===== config.mk =====
export PLATFORM = sky130hd
export DESIGN_NAME = spi_cmd
export DESIGN_NICKNAME = d
export VERILOG_FILES = /design/src/rtl/spi_cmd_pkg.sv /design/src/rtl/spi_cmd_sync.sv /design/src/rtl/spi_cmd.sv
export SDC_FILE = /design/constraint.sdc
export NUM_CORES = 1
export LEC_CHECK = 0
export ABC_AREA = 0
export BUFFER_PORTS_ARGS = -buffer_cell sky130_fd_sc_hd__buf_2
export CAP_MARGIN = 5
export CORE_MARGIN = 3
export CORE_UTILIZATION = 46
export DETAILED_ROUTE_END_ITERATION = 12
export PLACE_DENSITY = 0.7
export SLEW_MARGIN = 20
export SYNTH_ARGS = -nofsm -noshare
export SYNTH_HDL_FRONTEND = slang
export SYNTH_SLANG_ARGS = --single-unit

===== constraint.sdc =====
create_clock -name clk -period 2.3 [get_ports clk]
set_input_delay 0.345 -clock clk [delete_from_list [all_inputs] [get_ports clk]]
set_output_delay 0.345 -clock clk [all_outputs]
set_load 0.05 [all_outputs]

===== src/rtl/spi_cmd_pkg.sv =====
// spi_cmd_pkg: opcode/state enums and command-byte field positions for spi_cmd.
package spi_cmd_pkg;

    typedef enum logic [1:0] {
        WRITE_AT   = 2'b00,
        READ_AT    = 2'b01,
        WRITE_NEXT = 2'b10,
        READ_NEXT  = 2'b11
    } opcode_t;

    typedef enum logic [2:0] {
        IDLE,
        ADDR_HI,
        ADDR_LO,
        DATA,
        ACCESS
    } state_t;

    localparam int OPCODE_MSB = 7;
    localparam int OPCODE_LSB = 6;
    localparam int A16_BIT    = 0;

endpackage


===== src/rtl/spi_cmd_sync.sv =====
// spi_cmd_sync: multi-flop single-bit synchroniser with asynchronous reset to RST_VAL.
module spi_cmd_sync #(
    parameter int   STAGES  = 2,
    parameter logic RST_VAL = 1'b0
) (
    input  logic clk,
    input  logic reset,
    input  logic d,
    output logic q
);

    logic [STAGES-1:0] ff;

    always_ff @(posedge clk or posedge reset) begin
        if (reset)
            ff <= {STAGES{RST_VAL}};
        else
            ff <= {ff[STAGES-2:0], d};
    end

    assign q = ff[STAGES-1];

endmodule


===== src/rtl/spi_cmd.sv =====
// spi_cmd: decodes SPI command packets (resynchronised from the SCLK domain)
// into held-strobe bus reads/writes and returns read data on spi_tx.
module spi_cmd
    import spi_cmd_pkg::*;
#(
    parameter int ADDR_WIDTH  = 17,
    parameter int SYNC_STAGES = 2
) (
    input  logic                  clk,
    input  logic                  reset,
    input  logic                  spi_cs_n,
    input  logic [7:0]            spi_rx,
    input  logic                  spi_valid,
    output logic [7:0]            spi_tx,
    output logic [ADDR_WIDTH-1:0] bus_addr,
    output logic [7:0]            bus_wr_data,
    input  logic [7:0]            bus_rd_data,
    output logic                  bus_rd_strobe,
    output logic                  bus_wr_strobe,
    input  logic                  bus_done,
    output logic                  overrun
);

    logic    valid_s, valid_d, cs_s, cs_d;
    logic    byte_strobe, reselect, is_read, a16;
    logic [7:0] hi;
    state_t  state, state_nx;
    opcode_t op, rx_op;

    spi_cmd_sync #(.STAGES(SYNC_STAGES), .RST_VAL(1'b0)) u_valid_sync (
        .clk(clk), .reset(reset), .d(spi_valid), .q(valid_s)
    );

    spi_cmd_sync #(.STAGES(SYNC_STAGES), .RST_VAL(1'b1)) u_cs_sync (
        .clk(clk), .reset(reset), .d(spi_cs_n), .q(cs_s)
    );

    always_ff @(posedge clk or posedge reset) begin
        if (reset) begin
            valid_d <= 1'b0;
            cs_d    <= 1'b1;
        end else begin
            valid_d <= valid_s;
            cs_d    <= cs_s;
        end
    end

    // Bytes are only accepted while selected; spi_rx is stable for the whole valid window.
    assign byte_strobe   = valid_s & ~valid_d & ~cs_s;
    assign reselect      = cs_d & ~cs_s;
    assign rx_op         = opcode_t'(spi_rx[OPCODE_MSB:OPCODE_LSB]);
    assign is_read       = (op == READ_AT) || (op == READ_NEXT);
    assign bus_rd_strobe = (state == ACCESS) && is_read;
    assign bus_wr_strobe = (state == ACCESS) && !is_read;

    always_ff @(posedge clk or posedge reset) begin
        if (reset)
            state <= IDLE;
        else
            state <= state_nx;
    end

    always_comb begin
        state_nx = state;
        case (state)
            IDLE:    if (byte_strobe)
                         state_nx = (rx_op == WRITE_AT || rx_op == READ_AT) ? ADDR_HI :
                                    (rx_op == WRITE_NEXT) ? DATA : ACCESS;
            ADDR_HI: if (byte_strobe) state_nx = ADDR_LO;
            ADDR_LO: if (byte_strobe) state_nx = (op == READ_AT) ? ACCESS : DATA;
            DATA:    if (byte_strobe) state_nx = ACCESS;
            ACCESS:  if (bus_done) state_nx = IDLE;
            default: state_nx = IDLE;
        endcase
        // An access in flight always completes; anything else is abandoned on deselect.
        if (cs_s && state != ACCESS)
            state_nx = IDLE;
    end

    always_ff @(posedge clk or posedge reset) begin
        if (reset) begin
            op          <= WRITE_AT;
            a16         <= 1'b0;
            hi          <= 8'h00;
            bus_addr    <= '0;
            bus_wr_data <= 8'h00;
            spi_tx      <= 8'h00;
            overrun     <= 1'b0;
        end else begin
            if (byte_strobe) begin
                case (state)
                    IDLE: begin
                        op  <= rx_op;
                        a16 <= spi_rx[A16_BIT];
                    end
                    ADDR_HI: hi          <= spi_rx;
                    ADDR_LO: bus_addr    <= ADDR_WIDTH'({a16, hi, spi_rx});
                    DATA:    bus_wr_data <= spi_rx;
                    default: ;
                endcase
            end
            if (state == ACCESS && bus_done) begin
                bus_addr <= bus_addr + ADDR_WIDTH'(1);
                if (is_read)
                    spi_tx <= bus_rd_data;
            end
            overrun <= reselect ? 1'b0 : (byte_strobe && state == ACCESS) ? 1'b1 : overrun;
        end
    end

endmodule


Word-level counts from Yosys, hierarchy flattened --
Cells that the tools add are included.
Cells by class: bitwise gates (word level) 5, multiplexer cells 15, equality and inequality tests 14, $add $sub $neg 1, reduce and logical (&&, ||, !) cells 19
Operators by type and width (number):
- 17-bit 2-to-1 mux | 3
- 3-bit 2-to-1 mux | 9
- 17-bit by 1-bit adder with 17-bit output, second input constant | 1
- 3-bit inequality test, second input constant | 5
- 3-bit case mux with 5 select lines | 1
- 2-bit AND reduction | 5
- 3-bit by 2-bit equality test with 1-bit output, second input constant | 2
- 2-bit nonzero test | 3
- 1-bit logical AND | 5
- 5-bit AND reduction | 1
- 2-bit by 1-bit equality test with 1-bit output, second input constant | 2
- 2-bit equality test, second input constant | 2
- 1-bit bitwise AND | 3
- 3-bit by 1-bit equality test with 1-bit output, second input constant | 1
- 3-bit equality test, second input constant | 1
- 3-bit logical NOT | 1
- 3-bit by 2-bit inequality test with 1-bit output, second input constant | 1
- 2-bit logical NOT | 1
- 1-bit logical OR | 2
- 1-bit 2-to-1 mux | 2
- 1-bit NOT | 2
- 1-bit logical NOT | 1
Storage, ports and cells: input port bits 21, output and inout port bits 36, logic and storage cells 66, register bits after elaboration 54

Depth between registers and ports, before layout --
depth after elaboration 6, gate-level depth with buffers 6, depth with buffers taken out 5

Modules after synthesis --
From an unflattened synthesis, not the netlist that was laid out.
Second synthesis, totals: cell total of the unflattened synthesis 212, area, all modules 2481.1 um2
By module, submodules not included:
- spi_cmd | instances 1, area an instance 2371.0 um2, cells each 206
- spi_cmd_sync (u_cs_sync) | instances 1, area an instance 56.3 um2, cells each 3
- spi_cmd_sync (u_valid_sync) | instances 1, area an instance 53.8 um2, cells each 3

Worst setup path before layout --
No wires, ideal clock.
path type reg-to-reg, start register bus_addr[0], end register bus_addr[10], stages on the path, launching flop included 6, path slack 0.356 ns, required time 2.174 ns, period minus slack after synthesis 1.944 ns, arrival time 1.818 ns, buffers on the path 0, cell sequence dfrtp_1 ha_1 nand3_1 o311ai_0 o41ai_1 a221o_1
Between the ends: cells in the longest elaborated chain, start to end 2
RTL lines:
- from (decl) | line spi_cmd.sv:15 | output logic [ADDR_WIDTH-1:0] bus_addr,
- from (signal assigned) | line spi_cmd.sv:97 | ADDR_LO: bus_addr <= ADDR_WIDTH'({a16, hi, spi_rx});
- from (signal assigned) | line spi_cmd.sv:103 | bus_addr <= bus_addr + ADDR_WIDTH'(1);
- 17-bit by 1-bit adder with 17-bit output | line spi_cmd.sv:103
- 17-bit 2-to-1 mux | line spi_cmd.sv:102 | if (state == ACCESS && bus_done) begin
Every way passes these cells. A chain may end at the register's enable or synchronous reset.

Worst setup path in the final report --
start register state[2], end register bus_addr[9]
Between the ends: cells in the longest elaborated chain, start to end 4, elaborated cells between the ends (all ways) 7, those cells by class 2 x eq/ne; 1 x mux; 4 x reduce/logical
RTL lines:
- from (decl) | line spi_cmd.sv:27 | state_t state, state_nx;
- from (signal assigned) | line spi_cmd.sv:60 | state <= state_nx;
- 3-bit equality test | line spi_cmd.sv:102
- 1-bit logical AND | line spi_cmd.sv:102
- 2-bit nonzero test (no source line)
- 2-bit AND reduction (no source line)
Parallel ways exist; a longest one is shown, timed or not.

==> summary.md <==
| Metric | Value |
|---|---|
| CP Capture Type | `flop` |
| Final period utilization | `0.8429` |
| Reg2Reg Depth | `3` |
| Worst Setup Start Kind | `flop` |
| First DRT Iteration DRCs | `207` |
| Detail Route Antenna Nets | `0` |
| Core box area | `4911 um2` |
| MaxCap Viol Count | `0` |
| CTS tree | `done` |
| Synthesized area per cell | `11.67 um2` |
| Die height | `78.47 um` |
| Synth Register Bits | `54` |
| VDD IR max | `704.2 uV` |
| Share of layout cells above drive strength 1 | `0.3941` |
| Post-Syn Nets | `229` |
| Asr flop ratio synth | `1.000` |
| Hold_buf cts | `0` |
| Tmin final | `1.939 ns` |
| Multi-input gate area in the final layout | `1001 um2` |
| DRC viols | `0` |
| H-tree levels | `2` |
| # Post-CTS Setup Buffers | `0` |
| RSZ-0062 raised after global routing | `no` |
| Most used flip-flop cell after synthesis | `dfrtp_1` |
| CP Class | `flop to flop` |
| Slew margin rel. | `0.5623` |
| Power Density | `1095 nW/um2` |
| Register area | `1355 um2` |
| Ant diodes | `0` |
| P_leak | `1.303 nW` |
| Clock Skew | `0.005140 ns` |
| Clk slew on worst S/H paths | `0.10 ns` |
| Placer congestion estimate | `0.8450` |
| Sequential power share | `0.439` |
| Highest clock rate | `0.5158 GHz` |
| GR Util All Layers | `0.1866` |
| Final HPWL DP | `3949 um` |
| P_int | `1.818 mW` |
| I/O pin cnt | `57` |
| Hold Crit Class | `input port to async pin` |
| Post_cts resized | `0` |
| Routed len/inst | `16.07 um` |
| Req. time, crit path | `2.50 ns` |
| Synthesis-to-finish area growth | `20.46%` |
| Top-area cell type share of the netlist area | `0.5282` |
| Crit Path Max Fanout | `14` |
| Final setup viols | `0` |
| Status | `finished, final reports clean` |
| FILL cells | `436` |
| Number of buffers inserted by port buffering | `56` |
| Die W | `78.47 um` |
| Combinational Power Share | `0.360` |
| Cell Rows | `25` |
| Final hold violation count | `0` |
| Sink Count | `54` |
| Antenna violations before repair | `0` |
| Num CTS Buffers | `5` |
| Worst Tran Pin Value | `0.6516 ns` |
| Final Util | `0.5926` |
| Commonest non-fill, non-tap cell in the layout | `buf_2` |
| Final wirelength | `5398 um` |
| Layout net count | `290` |
| Reg2reg start | `state[2]` |
| Clk Latency, worst-skew pair | `0.30 ns` |
| Mapped Cells | `207` |
| Initial Util | `0.4920` |
| Sequential share of the synthesized area | `0.5608` |
| First-pass GRT wire length | `9059 um` |
| Pin count of the biggest net entering global routing | `31` |
| Mapped cell area | `2416 um2` |
| Vias post-DR | `1884` |
| Via-to-Cell Ratio | `5.607` |
| Netlist cell types | `45` |
| Max-slew violation count | `0` |
| Synth Warn # | `0` |
| EDFF count, synth | `0` |
| Grt ovf | `0` |
| Critical Path AT | `2.14 ns` |
| Max clock buf depth | `2` |
| Setup TNS | `0 ns` |
| Length of the first detailed-routing pass in iterations | `4` |
| Number of global-route vias before repair | `1794` |
| Die footprint | `6158 um2` |
| Top cells by area, synth | `dfrtp_1, mux2_2, a211oi_1` |
| Clock root buffer | `clkbuf_8` |
| Clk network pwr share | `0.201` |
| CP Launch Point | `state[2]` |
| Cell accounting for the most synthesized area | `dfrtp_1` |
| Switching power | `1.368 mW` |
| Most frequent cells in the layout | `buf_2, dfrtp_1, mux2_2, nor2_1` |
| Sw Ratio | `0.4294` |
layout make-up:
cell class / count / area share
clock buffers: 5 / 0.02365
clock inverters: 3 / 0.01548
inverters: 5 / 0.006449
multi-input cells: 140 / 0.3439
flip-flops and latches: 54 / 0.4656
well taps: 67 / 0.02880
repair buffers: 62 / 0.1161
state kept, by name, summed over array words and instances (netlist names):
register	cells
op	2
valid_d	1
bus_addr	17
overrun	1
bus_wr_data	8
u_cs_sync.ff	2
hi	8
a16	1
spi_tx	8
u_valid_sync.ff	2
cs_d	1
state	3
synth_stat cells (all sizes together) (2+ instances only):
master	number
nand3	6
nor2	22
nor3	9
nand2	13
clkbuf	5
a21oi	6
nand2b	3
dfrtp	51
and4	2
mux2	27
dfstp	3
o22ai	2
nand4	4
buf	3
inv	5
o221a	4
mux2i	2
a311oi	4
o21ai	2
and3	2
a211oi	13
final timing paths:
path                       slack, ns            endpoint
setup / recovery                0.36         bus_addr[9]
hold / removal                  0.09      bus_wr_data[2]
setup reg to reg                0.36         bus_addr[9]
hold reg to reg                 0.36  u_valid_sync.ff[1]
max in group asynchronous       1.59     u_cs_sync.ff[1]
min in group clk                0.14     u_cs_sync.ff[0]
cells by family (layout without fill, tap and decap cells):
group           after synthesis  after routing  synth area share
simple gates                 71             71            0.1517
flops                        54             54            0.5608
compound gates               39             39            0.1232
mux                          29             29            0.1341
buf+inv                      13             75           0.02486
fa+ha+maj                     1              1          0.005178
worst max-delay path, cell delays in order (launching register included):
cell	delay (ns)
dfrtp_1	0.47
or4b_4	0.59
or2_1	0.43
o221a_2	0.34
power by group through the flow:
stage          clock network, mW  registers [mW]  logic [mW]
2_1_floorplan                  0            1.92       0.328
3_3_place_gp                   0            1.40        1.14
3_5_place_dp                   0            1.41        1.15
4_1_cts                    0.658            1.39        1.16
5_1_grt                    0.702            1.43        1.21
6_report                   0.639            1.40        1.15
routing by layer:
metal,part of all wire,wire length (um),track usage,vias to the layer above
li1,-,-,-,898
met1,0.47,2538,0.2610,923
met2,0.47,2528,0.3005,58
met3,0.053,285,0.03440,5
met4,0.0082,44,0.04720,0
met5,0,0,0,-
stage by stage:
step	hold slack (ns)	cell area, um2	power [mW]	setup slack [ns]	std cells
finish	0.08688	2910	3.185	0.3613	336
global route	0.1187	2910	3.350	0.2154	336
floorplan	0.3312	2416	2.252	0.3563	207
global placement	0.3357	2796	2.541	0.4073	328
detailed placement	0.3387	2796	2.566	0.3818	328
CTS	0.1058	2910	3.210	0.3778	336
Note: power is estimated with default switching activity, not from simulation.
